===== src/rtl/prga_decrypt.sv =====
// RC4 keystream generation and message decryption over shared S memory.
// One keystream byte per message byte; optional abort on non-text output.
module prga_decrypt #(
    parameter int MSG_LEN     = 32,
    parameter bit CHECK_CHARS = 1'b1
) (
    input  logic       clock,
    input  logic       reset,
    input  logic       start,
    output logic       finish,
    output logic       key_invalid,
    output logic [7:0] s_address,
    input  logic [7:0] s_data_in,
    output logic [7:0] s_data_out,
    output logic       s_write_enable,
    output logic [4:0] rom_address,
    input  logic [7:0] rom_data,
    output logic [4:0] dec_address,
    output logic [7:0] dec_data,
    output logic       dec_write_enable
);

    typedef enum logic [3:0] {
        IDLE, RD_SI, LATCH_SI, CALC_J, RD_SJ, LATCH_SJ,
        WR_I, WR_J, RD_F, LATCH_F, WR_DEC, NEXT, DONE
    } state_e;

    localparam logic [4:0] LAST = 5'(MSG_LEN - 1);

    state_e     state_q, state_d;
    logic [7:0] i_q, i_d, j_q, j_d;
    logic [4:0] k_q, k_d;
    logic [7:0] si_q, si_d, sj_q, sj_d;
    logic [7:0] f_q, f_d, enc_q, enc_d;
    logic [7:0] s_address_q, s_address_d;
    logic [7:0] s_data_out_q, s_data_out_d;
    logic       s_we_q, s_we_d;
    logic [4:0] rom_address_q, rom_address_d;
    logic [4:0] dec_address_q, dec_address_d;
    logic [7:0] dec_data_q, dec_data_d;
    logic       dec_we_q, dec_we_d;
    logic       finish_q, finish_d;
    logic       key_invalid_q, key_invalid_d;

    function automatic logic is_text(input logic [7:0] c);
        return (c == 8'h20) || (c >= 8'h61 && c <= 8'h7a);
    endfunction

    always_comb begin
        state_d       = state_q;
        i_d           = i_q;
        j_d           = j_q;
        k_d           = k_q;
        si_d          = si_q;
        sj_d          = sj_q;
        f_d           = f_q;
        enc_d         = enc_q;
        key_invalid_d = key_invalid_q;
        unique case (state_q)
            IDLE: begin
                if (start) begin
                    i_d           = 8'd1;
                    j_d           = 8'd0;
                    k_d           = 5'd0;
                    key_invalid_d = 1'b0;
                    state_d       = RD_SI;
                end
            end
            RD_SI:    state_d = LATCH_SI;
            LATCH_SI: begin
                si_d    = s_data_in;
                state_d = CALC_J;
            end
            CALC_J: begin
                j_d     = j_q + si_q;
                state_d = RD_SJ;
            end
            RD_SJ:    state_d = LATCH_SJ;
            LATCH_SJ: begin
                sj_d    = s_data_in;
                state_d = WR_I;
            end
            WR_I:     state_d = WR_J;
            WR_J:     state_d = RD_F;
            RD_F:     state_d = LATCH_F;
            LATCH_F: begin
                f_d     = s_data_in;
                enc_d   = rom_data;
                state_d = WR_DEC;
            end
            WR_DEC: begin
                if (CHECK_CHARS && !is_text(dec_data_q))
                    key_invalid_d = 1'b1;
                state_d = NEXT;
            end
            NEXT: begin
                if (key_invalid_q || k_q == LAST) begin
                    state_d = DONE;
                end else begin
                    i_d     = i_q + 8'd1;
                    k_d     = k_q + 5'd1;
                    state_d = RD_SI;
                end
            end
            DONE:     state_d = IDLE;
            default:  state_d = IDLE;
        endcase
    end

    // Outputs are registered: load the values the next state presents.
    always_comb begin
        s_address_d   = s_address_q;
        s_data_out_d  = s_data_out_q;
        rom_address_d = rom_address_q;
        dec_address_d = dec_address_q;
        dec_data_d    = dec_data_q;
        s_we_d        = 1'b0;
        dec_we_d      = 1'b0;
        finish_d      = 1'b0;
        unique case (state_d)
            RD_SI, LATCH_SI: s_address_d = i_d;
            RD_SJ, LATCH_SJ: s_address_d = j_d;
            WR_I: begin
                s_address_d  = i_d;
                s_data_out_d = sj_d;
                s_we_d       = 1'b1;
            end
            WR_J: begin
                s_address_d  = j_d;
                s_data_out_d = si_d;
                s_we_d       = 1'b1;
            end
            RD_F, LATCH_F: begin
                s_address_d   = si_d + sj_d;
                rom_address_d = k_d;
            end
            WR_DEC: begin
                dec_address_d = k_d;
                dec_data_d    = f_d ^ enc_d;
                dec_we_d      = 1'b1;
            end
            DONE:    finish_d = 1'b1;
            default: ;
        endcase
    end

    always_ff @(posedge clock or negedge reset) begin
        if (!reset) begin
            state_q       <= IDLE;
            i_q           <= '0;
            j_q           <= '0;
            k_q           <= '0;
            si_q          <= '0;
            sj_q          <= '0;
            f_q           <= '0;
            enc_q         <= '0;
            s_address_q   <= '0;
            s_data_out_q  <= '0;
            s_we_q        <= 1'b0;
            rom_address_q <= '0;
            dec_address_q <= '0;
            dec_data_q    <= '0;
            dec_we_q      <= 1'b0;
            finish_q      <= 1'b0;
            key_invalid_q <= 1'b0;
        end else begin
            state_q       <= state_d;
            i_q           <= i_d;
            j_q           <= j_d;
            k_q           <= k_d;
            si_q          <= si_d;
            sj_q          <= sj_d;
            f_q           <= f_d;
            enc_q         <= enc_d;
            s_address_q   <= s_address_d;
            s_data_out_q  <= s_data_out_d;
            s_we_q        <= s_we_d;
            rom_address_q <= rom_address_d;
            dec_address_q <= dec_address_d;
            dec_data_q    <= dec_data_d;
            dec_we_q      <= dec_we_d;
            finish_q      <= finish_d;
            key_invalid_q <= key_invalid_d;
        end
    end

    assign s_address        = s_address_q;
    assign s_data_out       = s_data_out_q;
    assign s_write_enable   = s_we_q;
    assign rom_address      = rom_address_q;
    assign dec_address      = dec_address_q;
    assign dec_data         = dec_data_q;
    assign dec_write_enable = dec_we_q;
    assign finish           = finish_q;
    assign key_invalid      = key_invalid_q;

endmodule


===== config.mk =====
export PLATFORM = sky130hd
export DESIGN_NAME = prga_decrypt
export DESIGN_NICKNAME = d
export VERILOG_FILES = /design/src/rtl/prga_decrypt.sv
export SDC_FILE = /design/constraint.sdc
export NUM_CORES = 1
export LEC_CHECK = 0
export BUFFER_PORTS_ARGS = -buffer_cell sky130_fd_sc_hd__buf_2
export CAP_MARGIN = 40
export CORE_ASPECT_RATIO = 1.5
export CORE_MARGIN = 5
export CORE_UTILIZATION = 52
export DETAILED_ROUTE_END_ITERATION = 6
export PLACE_DENSITY = 0.73
export SKIP_LAST_GASP = 1
export SLEW_MARGIN = 20
export SYNTH_ARGS = -nofsm -noshare
export SYNTH_HDL_FRONTEND = slang
export SYNTH_SLANG_ARGS = --single-unit
export TNS_END_PERCENT = 10

===== constraint.sdc =====
create_clock -name clock -period 4.6 [get_ports clock]
set_clock_uncertainty 0.15 [all_clocks]
set_input_delay 0.23 -clock clock [delete_from_list [all_inputs] [get_ports clock]]
set_output_delay 0.23 -clock clock [all_outputs]
set_load 0.02 [all_outputs]

Word-level counts from Yosys, hierarchy flattened
Index checks and enable logic that the tools add are counted. W data, S select, Z words.

Add/subtract/negate cells: 4. $mul: 0. Div/mod/pow operators: 0. $lt $le $gt $ge: 2. Eq/ne operators: 25. Shift-type cells: 0. Mux-type cells: 23. Bitwise operators: 1. Reductions and logical operators: 12.

Operators with widths (count): $mux W8 (7); $pmux W4 S12 (1); $pmux W8 S2 (3); $eq A4 B3 Y1 const B (8); $eq A4 B4 Y1 const B (8); $pmux W8 S3 (1); $add A8 B8 Y8 (2); $eq A4 B2 Y1 const B (3); $mux W5 (2); $pmux W5 S2 (1); $add A8 B1 Y8 const B (1); $eq A4 B1 Y1 const B (2); $eq A8 B6 Y1 const B (1); $ge A8 B7 Y1 const B (1); $le A8 B7 Y1 const B (1); $mux W4 (2); $xor A8 B8 Y8 (1); $reduce_or A3 Y1 (2); $add A5 B1 Y5 const B (1); $eq A5 B5 Y1 const B (1); $mux W1 (5); $logic_not A4 Y1 (1); $ne A2 B2 Y1 const B (2); $reduce_bool A2 Y1 (2); other kinds (6) (8).

Register bits after elaboration: 95. Bits in latches: 0. Bits in writable memories: 0. Bits in read-only memories: 0. Input bits: 19. Logic and storage cells: 84. Memories kept: 0.

Depth between registers and ports, before layout
Gate-level depths: netlist of run 1.

Depth in word-level cells: 7. Mapped depth: 15. Depth with buffers taken out: 12.

Least setup slack after synthesis of run 1
Ideal clock, no wire load.

Path kind: register to register. Start point: register state_q[3]. End point: register s_address_q[6] (netlist: s_address[6]). Data arrival time: 2955 ps. Data required time: 4305 ps. Slack: 1350 ps. Cell stages (with the launch flop): 14. Path buffers: 2. Clock period less this slack: 3250 ps. Cells stage by stage: dfrtp_1 buf_2 nor4b_1 clkbuf_1 mux2_2 ha_1 inv_1 fa_1 nor2b_1 o31a_1 o21a_1 or3_1 nand3_1 a41oi_1.

Elaborated cells on any way between the ends: 32. Those cells by class: add/sub: 1; eq/ne: 19; mux: 7; reduce/logical: 5.

RTL lines: start, declared (RTL line 30) `state_e state_q, state_d;`; start signal, assigned (RTL line 167) `state_q <= state_d;`; $eq A4 B2 Y1 (RTL line 59) `unique case (state_q)`; $mux W8 (RTL line 59); named net si_d[0] (RTL line 33) `logic [7:0] si_q, si_d, sj_q, sj_d;`; $add A8 B8 Y8 (RTL line 134) `s_address_d = si_d + sj_d;`; $pmux W8 S3 (RTL line 120) `unique case (state_d)`; end signal, assigned (RTL line 175) `s_address_q <= s_address_d;`; end, declared (RTL line 35) `logic [7:0] s_address_q, s_address_d;`.

The timed path passes the listed nets, and every way through them passes these cells. A chain may end at the register's enable or synchronous reset.

Worst setup path in the final report of run 1
Start point: register state_q[2]. End point: register s_address_q[6] (netlist: s_address[6]).

Elaborated cells on any way between the ends: 32. Those cells by class: add/sub: 1; eq/ne: 19; mux: 7; reduce/logical: 5.

RTL lines (RTL line): $eq A4 B3 Y1 (59); $mux W8 (59); named net sj_d[0] (33); $add A8 B8 Y8 (134); $pmux W8 S3 (120).

The timed path passes the listed nets, and every way through them passes these cells.

==> results.cfg, run 1 <==
[timing]
final_max_slew_viol_count = 0
hold_viol = 0
tightest_slew_ns = 0.828
fin_ws_ns = 1.00
period_minus_slack_ns = 3.60
maxClockFrequency_mhz = 278
layout_worst_path_cycle_share_pct = 78.2
max-slew-margin-rel_pct = 44.2
rsz0062_at_grt = false
setup_viol = 0
tns_ns = 0

[floorplanning]
coreArea_um2 = 7960
initial_utilization_pct = 52.8
rows = 40
die_h_um = 120
io_pins = 57
die_x_um = 83.4
dieArea_um2 = 10000

[critical_path]
endpoint_kind = register
cp.depth = 12
worst_ep_arrival_time_ns = 3.63
start_kind = register
cp.required_ns = 4.64
cp_slowest_cell = dfrtp_1
crit_chain = nand4bb_1 > nand2_1 > nand2_1 > ha_1 > inv_1 > fa_1 > nor2b_1 > o31a_1 > o21a_1 > or3_1 > nand3_1 > a41oi_1
crit_start = state_q[2]$_DFF_PN0_
path_max_fanout = 22
r2r-start = state_q[2]$_DFF_PN0_
critical_path_class = reg2reg
crit_end = s_address[6]$_DFFE_PN0P_
rrSetupSlack_ns = 1.00
worst-path-buf-inv = 1
r2r-end = s_address[6]$_DFFE_PN0P_
cpLargestDelayFamily = simple AND/OR/NAND/NOR gates
cpMostUsedCell = nand2_1
max_stage_delay_ns = 0.72
r2r_cells = 12

[drt]
num_vias = 3453
wirelength_mm = 10.5
initialDrtViolationCount = 215
drtPass1Iterations = 5
viasPerCell = 5.82
wl_per_cell_um = 17.7
drc_errors = 0
ant_nets = 0

[run_status]
status = finished, final reports clean

[pwr]
power.leakage_nw = 2.36
switching_power_mw = 1.70
combPwrFrac_pct = 50.1
p_seq_share_pct = 30.7
p_clk_share_pct = 19.2
irDropWorstVdd_mv = 0.468
swShare_pct = 42.7
power_density_nw_per_um2 = 802
internal_power_mw = 2.27
total_power_mw = 3.97

[grt]
grt_overflow = 0
grt_pass1_wl_mm = 17.3
antenna_found_initial = 0
grt_max_degree = 46
first_global_vias = 3414
grt.total_usage_pct = 21.8

[place]
place.gp.congestion = 0.817
dp_slack_ns = 1.02
placed_cells = 575
io_buffer_count = 56
dp_hpwl_mm = 7.76

[clock_tree]
post_cts_resized = 0
cts.clk_slew.worst_paths_ns = 0.06
cts_buffers = 9
cts_tree = built
clock_latency_ns = 0.34
postCtsSetupBuffers = 0
root_buffer = clkbuf_16
cts_hold_repair.buffers = 1
h-tree-depth = 3
cts.path.max_buffers = 2
cts.sinks = 79

[finish]
final_layout_size_suffix_gt1_share_pct = 20.5
diodes = 0
stdcell_count = 593
nNetsFinal = 521
syn_to_final_growth_pct = 17.9

[yosys]
synth_nets = 466
synth_area_leaders = dfrtp_1 47%, ha_1 5.1%, nand2_1 4.4%
avgSynthCellArea_um2 = 9.82
yosys.area.top_type = dfrtp_1
synth_cells = 428
synth_top_area_share_pct = 47.1
synth.cell_area_um2 = 4200
synth.distinct_cells = 63
yosysWarnings = 0
ys_seq_area_share_pct = 47.1
synth_edf_count = 0
synth_flop_cell = dfrtp_1
ys_ff_latch = 79
ys_async_sr_fraction_pct = 100

[hold_path]
hp-class = in2reg

[run]
cap_viol_max_count = 0
-- worst reg2reg max path: stages (launching register included) --
cell       delay (ns)
dfrtp_1          0.72
nand4bb_1        0.72
nand2_1          0.26
nand2_1          0.11
ha_1             0.20
inv_1            0.08
fa_1             0.20
nor2b_1          0.07
o31a_1           0.26
o21a_1           0.18
or3_1            0.30
nand3_1          0.09
a41oi_1          0.11
-- cells in the mapped netlist, types with 3 or more instances --
master and number:
a211oi_1 5, a21boi_0 8, a21o_1 11, a21oi_1 33
a221o_1 3, a22o_1 4, a22oi_1 3, a41oi_1 4
and2_1 3, and3_1 3, buf_2 5, clkbuf_1 13
dfrtp_1 79, ha_1 17, inv_1 11, mux2_2 11
mux2i_1 3, nand2_1 49, nand2b_1 5, nand3_1 4
nand4_1 6, nor2_1 32, nor2b_1 3, nor3_1 10
o21a_1 4, o21ai_0 28, o21ai_1 4, o21bai_1 3
o31ai_1 4, or3_1 3, xnor2_1 13, xor2_1 4
-- stage by stage --
step	utilization [%]	instance area (um^2)	hold slack, ns
2_1_floorplan	-	4200	-0.216
3_3_place_gp	57.5	4580	0.296
3_5_place_dp	58.0	4610	0.0685
4_1_cts	62.1	4940	0.0222
5_1_grt	62.2	4950	0.0300
6_report	62.2	4950	0.0257
-- power groups by stage --
stage	Combinational (mW)	Clock [mW]	Sequential, mW
2_1_floorplan	1.36	0	1.28
3_3_place_gp	1.92	0	1.21
3_5_place_dp	1.96	0	1.22
4_1_cts	1.98	0.776	1.22
5_1_grt	2.21	0.803	1.26
6_report	1.99	0.764	1.22
-- placed cells by master, fill, tap and decap left out, types with 3 or more instances in the layout --
cell type  instances
nand3_1            4
nor2_1            32
a21oi_1           33
inv_1             11
o31ai_1            4
ha_1              17
a41oi_1            4
o21bai_1           3
mux2i_1            3
xor2_1             4
nand2b_1           5
o21a_1             4
nand2_1           49
dfrtp_1           79
clkinv_2           3
nand4_1            6
a21o_1            11
o21ai_0           28
clkbuf_16          9
nor3_1             9
and2_1             3
and3_1             3
or3_1              3
a22oi_1            3
xnor2_1           13
a21boi_0           8
buf_4              8
mux2_2            11
a22o_1             4
a211oi_1           5
o21ai_1            4
a221o_1            3
buf_2             55
nor2b_1            3
-- worst min path at each step --
stage                      from                    endpoint  slack [ns]  cells after the start
floorplan                 reset  dec_address[0]$_DFFE_PN0P_       -0.22                      0
global placement          reset   s_data_out[7]$_DFFE_PN0P_        0.30                      1
detailed placement        reset            j_q[6]$_DFF_PN0_        0.07                      1
CTS                 rom_data[0]     dec_data[0]$_DFFE_PN0P_        0.02                      3
global route        rom_data[0]     dec_data[0]$_DFFE_PN0P_        0.03                      3
finish              rom_data[5]     dec_data[5]$_DFFE_PN0P_        0.03                      3
-- logic make-up (layout without fill, tap and decap cells) --
family	Yosys count	in the layout	synth area share, %
AOI/OAI and AO/OA	134	134	21.2
xor gates and xnor gates	17	17	3.54
adders and majority gates	19	19	6.02
buffers and inverters	32	92	3.19
DFF	79	79	47.1
and+or+nand+nor	133	133	15.4
muxes	14	14	3.66
-- state kept, by name, indices dropped and copies added, names as in the netlist --
register          flops
dec_address           5
dec_data              8
dec_write_enable      1
finish                1
i_q                   8
j_q                   8
k_q                   5
key_invalid           1
rom_address           5
s_address             8
s_data_out            8
s_write_enable        1
si_q                  8
sj_q                  8
state_q               4
-- routing by layer --
metal | vias to the layer above | part of all wire (%) | GRT usage (%)
li1 | 1668 | - | -
met1 | 1674 | 40 | 26.4
met2 | 94 | 54 | 39.1
met3 | 17 | 4.1 | 3.71
met4 | 0 | 1.6 | 7.16
met5 | - | 0 | 0
-- area by class of cell --
cell class              instances  area [um^2]
clock buffers                  10          239
fillers                       676         3010
clock inverters                 6         83.8
repair buffers                 65          373
multi-input cells             317         2110
flip-flops and latches         79         1980
well taps                     105          131
inverters                      11         41.3
Power figures use the tool's default switching activity.
==> inputs of run 2 (changes only) <==
ABC_AREA = 1   (was unset)
PLACE_DENSITY = 0.72   (was 0.73)
clock period = 3.7 ns   (was 4.6 ns; I/O delays follow)
==> results.cfg, run 2 <==
[run_status]
status = finished, final reports clean

[pwr]
p_seq_share_pct = 30.2
power_density_nw_per_um2 = 1030
swShare_pct = 46.4
power.leakage_nw = 3.09
internal_power_mw = 3.21
switching_power_mw = 2.78
combPwrFrac_pct = 52.1
p_clk_share_pct = 17.7
irDropWorstVdd_mv = 0.502

[critical_path]
max_stage_delay_ns = 0.54
cp.required_ns = 3.77
path_max_fanout = 17
cp_slowest_cell = o21ai_0
critical_path_class = reg2reg
cpMostUsedCell = nand2_1
crit_chain = inv_1 > nor2_1 > nand2_1 > o21ai_0 > inv_1 > fa_1 > inv_1 > nand2_1 > a21oi_1 > o21ai_0 > nand2_1 > o211ai_1 > nand2_1 > nand2_1
start_kind = register
worst_ep_arrival_time_ns = 3.23
endpoint_kind = register

[yosys]
synthSimpleGateAreaFrac_pct = 28.1
synth_edf_count = 0
synth_top_family_by_area = simple AND/OR/NAND/NOR gates
synth.distinct_cells = 35
yosysWarnings = 0
avgSynthCellArea_um2 = 7.87
ys_async_sr_fraction_pct = 100
synth_nets = 669
synth_compound_area_share_pct = 10.8
synth_top_area_share_pct = 47.8
synth_common_cells = 234 x nand2_1, 95 x dfrtp_1, 61 x inv_1
synth_adder_area_share_pct = 5.09
synth_area_leaders = dfrtp_1 48%, nand2_1 18%, o21ai_0 4.7%
synth_flop_cell = dfrtp_1
ys_ff_latch = 95
synth_cells = 631
ys_seq_area_share_pct = 47.8
yosys.area.top_type = dfrtp_1
synth_xor_xnor_area_share_pct = 2.12
synth.most_common_cell = nand2_1
synth.cell_area_um2 = 4970
muxShareOfSynthArea_pct = 0.227

[timing]
setup_viol = 0
final_max_slew_viol_count = 0
max-slew-margin-rel_pct = 62.3
hold_viol = 0
layout_worst_path_cycle_share_pct = 85.2
fin_ws_ns = 0.547
tns_ns = 0
tightest_slew_ns = 0.564
rsz0062_at_grt = false
period_minus_slack_ns = 3.15
maxClockFrequency_mhz = 317

[place]
dp_slack_ns = 0.679
io_buffer_count = 56
dp_hpwl_mm = 9.06
place.gp.congestion = 0.859

[grt]
grt_overflow = 0
antenna_found_initial = 0
grt_max_degree = 54
first_global_vias = 4319
grt_pass1_wl_mm = 20.9
grt.total_usage_pct = 22.0

[clock_tree]
cts.sinks = 95
cts.clk_slew.worst_paths_ns = 0.07
post_cts_resized = 0
h-tree-depth = 3
clock_latency_ns = 0.34
cts_tree = built
cts_buffers = 9
root_buffer = clkbuf_16
cts.path.max_buffers = 2

[drt]
viasPerCell = 5.28
initialDrtViolationCount = 250
num_vias = 4315
drtPass1Iterations = 5
ant_nets = 0
wl_per_cell_um = 15.0
drc_errors = 0
wirelength_mm = 12.2

[finish]
syn_to_final_growth_pct = 16.9
nNetsFinal = 738
layout_commonest_cell = nand2_1
fillers = 803
final_layout_size_suffix_gt1_share_pct = 13.8
diodes = 0
layout_common_cells = 234 x nand2_1, 95 x dfrtp_1, 61 x inv_1, 55 x buf_2, 47 x o21ai_0

[floorplanning]
die_h_um = 130
dieArea_um2 = 11600
die_x_um = 89.8
rows = 43
initial_utilization_pct = 53.4
io_pins = 57
coreArea_um2 = 9310

[run]
cap_viol_max_count = 0

[hold_path]
hp-class = in2reg
## run 2: layout make-up
type | instances | area [um^2] | area share [%]
sequential | 95 | 2380 | 40.9
multi-input combinational | 463 | 2300 | 39.6
timing repair buffer | 67 | 408 | 7.02
inverter | 64 | 243 | 4.18
clock buffer | 9 | 225 | 3.88
tap | 112 | 140 | 2.41
clock inverter | 7 | 118 | 2.02
## run 2: layer usage
| layer | wire (um) | track usage [%] | up-vias |
|---|---|---|---|
| met2 | 6310 | 38.7 | 106 |
| li1 | - | - | 2169 |
| met1 | 5160 | 27.5 | 2014 |
| met3 | 402 | 2.42 | 26 |
| met5 | 0 | 0 | - |
| met4 | 367 | 9.52 | 0 |
## run 2: cell families after synthesis
group	Yosys count
adders and majority gates	19
DFF	95
buffers and inverters	73
AOI/OAI and AO/OA	93
xor gates and xnor gates	12
muxes	1
and+or+nand+nor	338
## run 2: worst paths after layout
kind                                           start                        end  slack, ns  cells after the start
hold reg to reg            s_data_out[7]$_DFFE_PN0P_  s_data_out[7]$_DFFE_PN0P_       0.34                      2
setup / recovery                state_q[2]$_DFF_PN0_   s_address[4]$_DFFE_PN0P_       0.55                     14
max in group asynchronous                      reset           j_q[6]$_DFF_PN0_       2.61                      3
min in group asynchronous                      reset         enc_q[7]$_DFF_PN0_       0.19                      2
setup reg to reg                state_q[2]$_DFF_PN0_   s_address[4]$_DFFE_PN0P_       0.55                     14
hold / removal                          s_data_in[0]           f_q[0]$_DFF_PN0_       0.03                      3
## run 2: power by group through the flow
stage | Sequential [mW] | Clock [mW] | Combinational (mW)
after floorplan | 1.97 | 0 | 2.09
after global placement | 1.81 | 0 | 3.02
after detailed placement | 1.82 | 0 | 3.08
after CTS | 1.81 | 1.08 | 3.13
after global routing | 1.86 | 1.12 | 3.54
final | 1.81 | 1.06 | 3.12
## run 2: worst max-delay path: cells and delay by family, from the launching register on
kind / cells / cell delay [ns]
AO/OA/AOI/OAI: 4 / 0.88
adder cells (fa/ha/maj): 1 / 0.44
buffers and inverters: 3 / 0.30
flip-flops: 1 / 0.42
AND/OR/NAND/NOR: 6 / 0.83
## run 2: stage by stage
step	power [mW]	std cells	hold WS [ns]	util [%]	instance area [um^2]
finish	5.99	817	0.0333	62.4	5810
global route	6.52	817	0.0399	62.4	5810
CTS	6.02	817	0.0293	62.4	5810
detailed placement	4.91	792	-0.00196	57.8	5380
global placement	4.83	791	0.265	57.5	5350
floorplan	4.06	631	-0.261	-	4970
## run 2: what timing repair did
| action | in CTS | in global routing |
|---|---|---|
| endpoints found under the hold margin | 35 | 0 |
| hold buffers | 9 | 0 |
| setup endpoints to repair | 0 | 0 |
| buffers inserted | 0 | 0 |
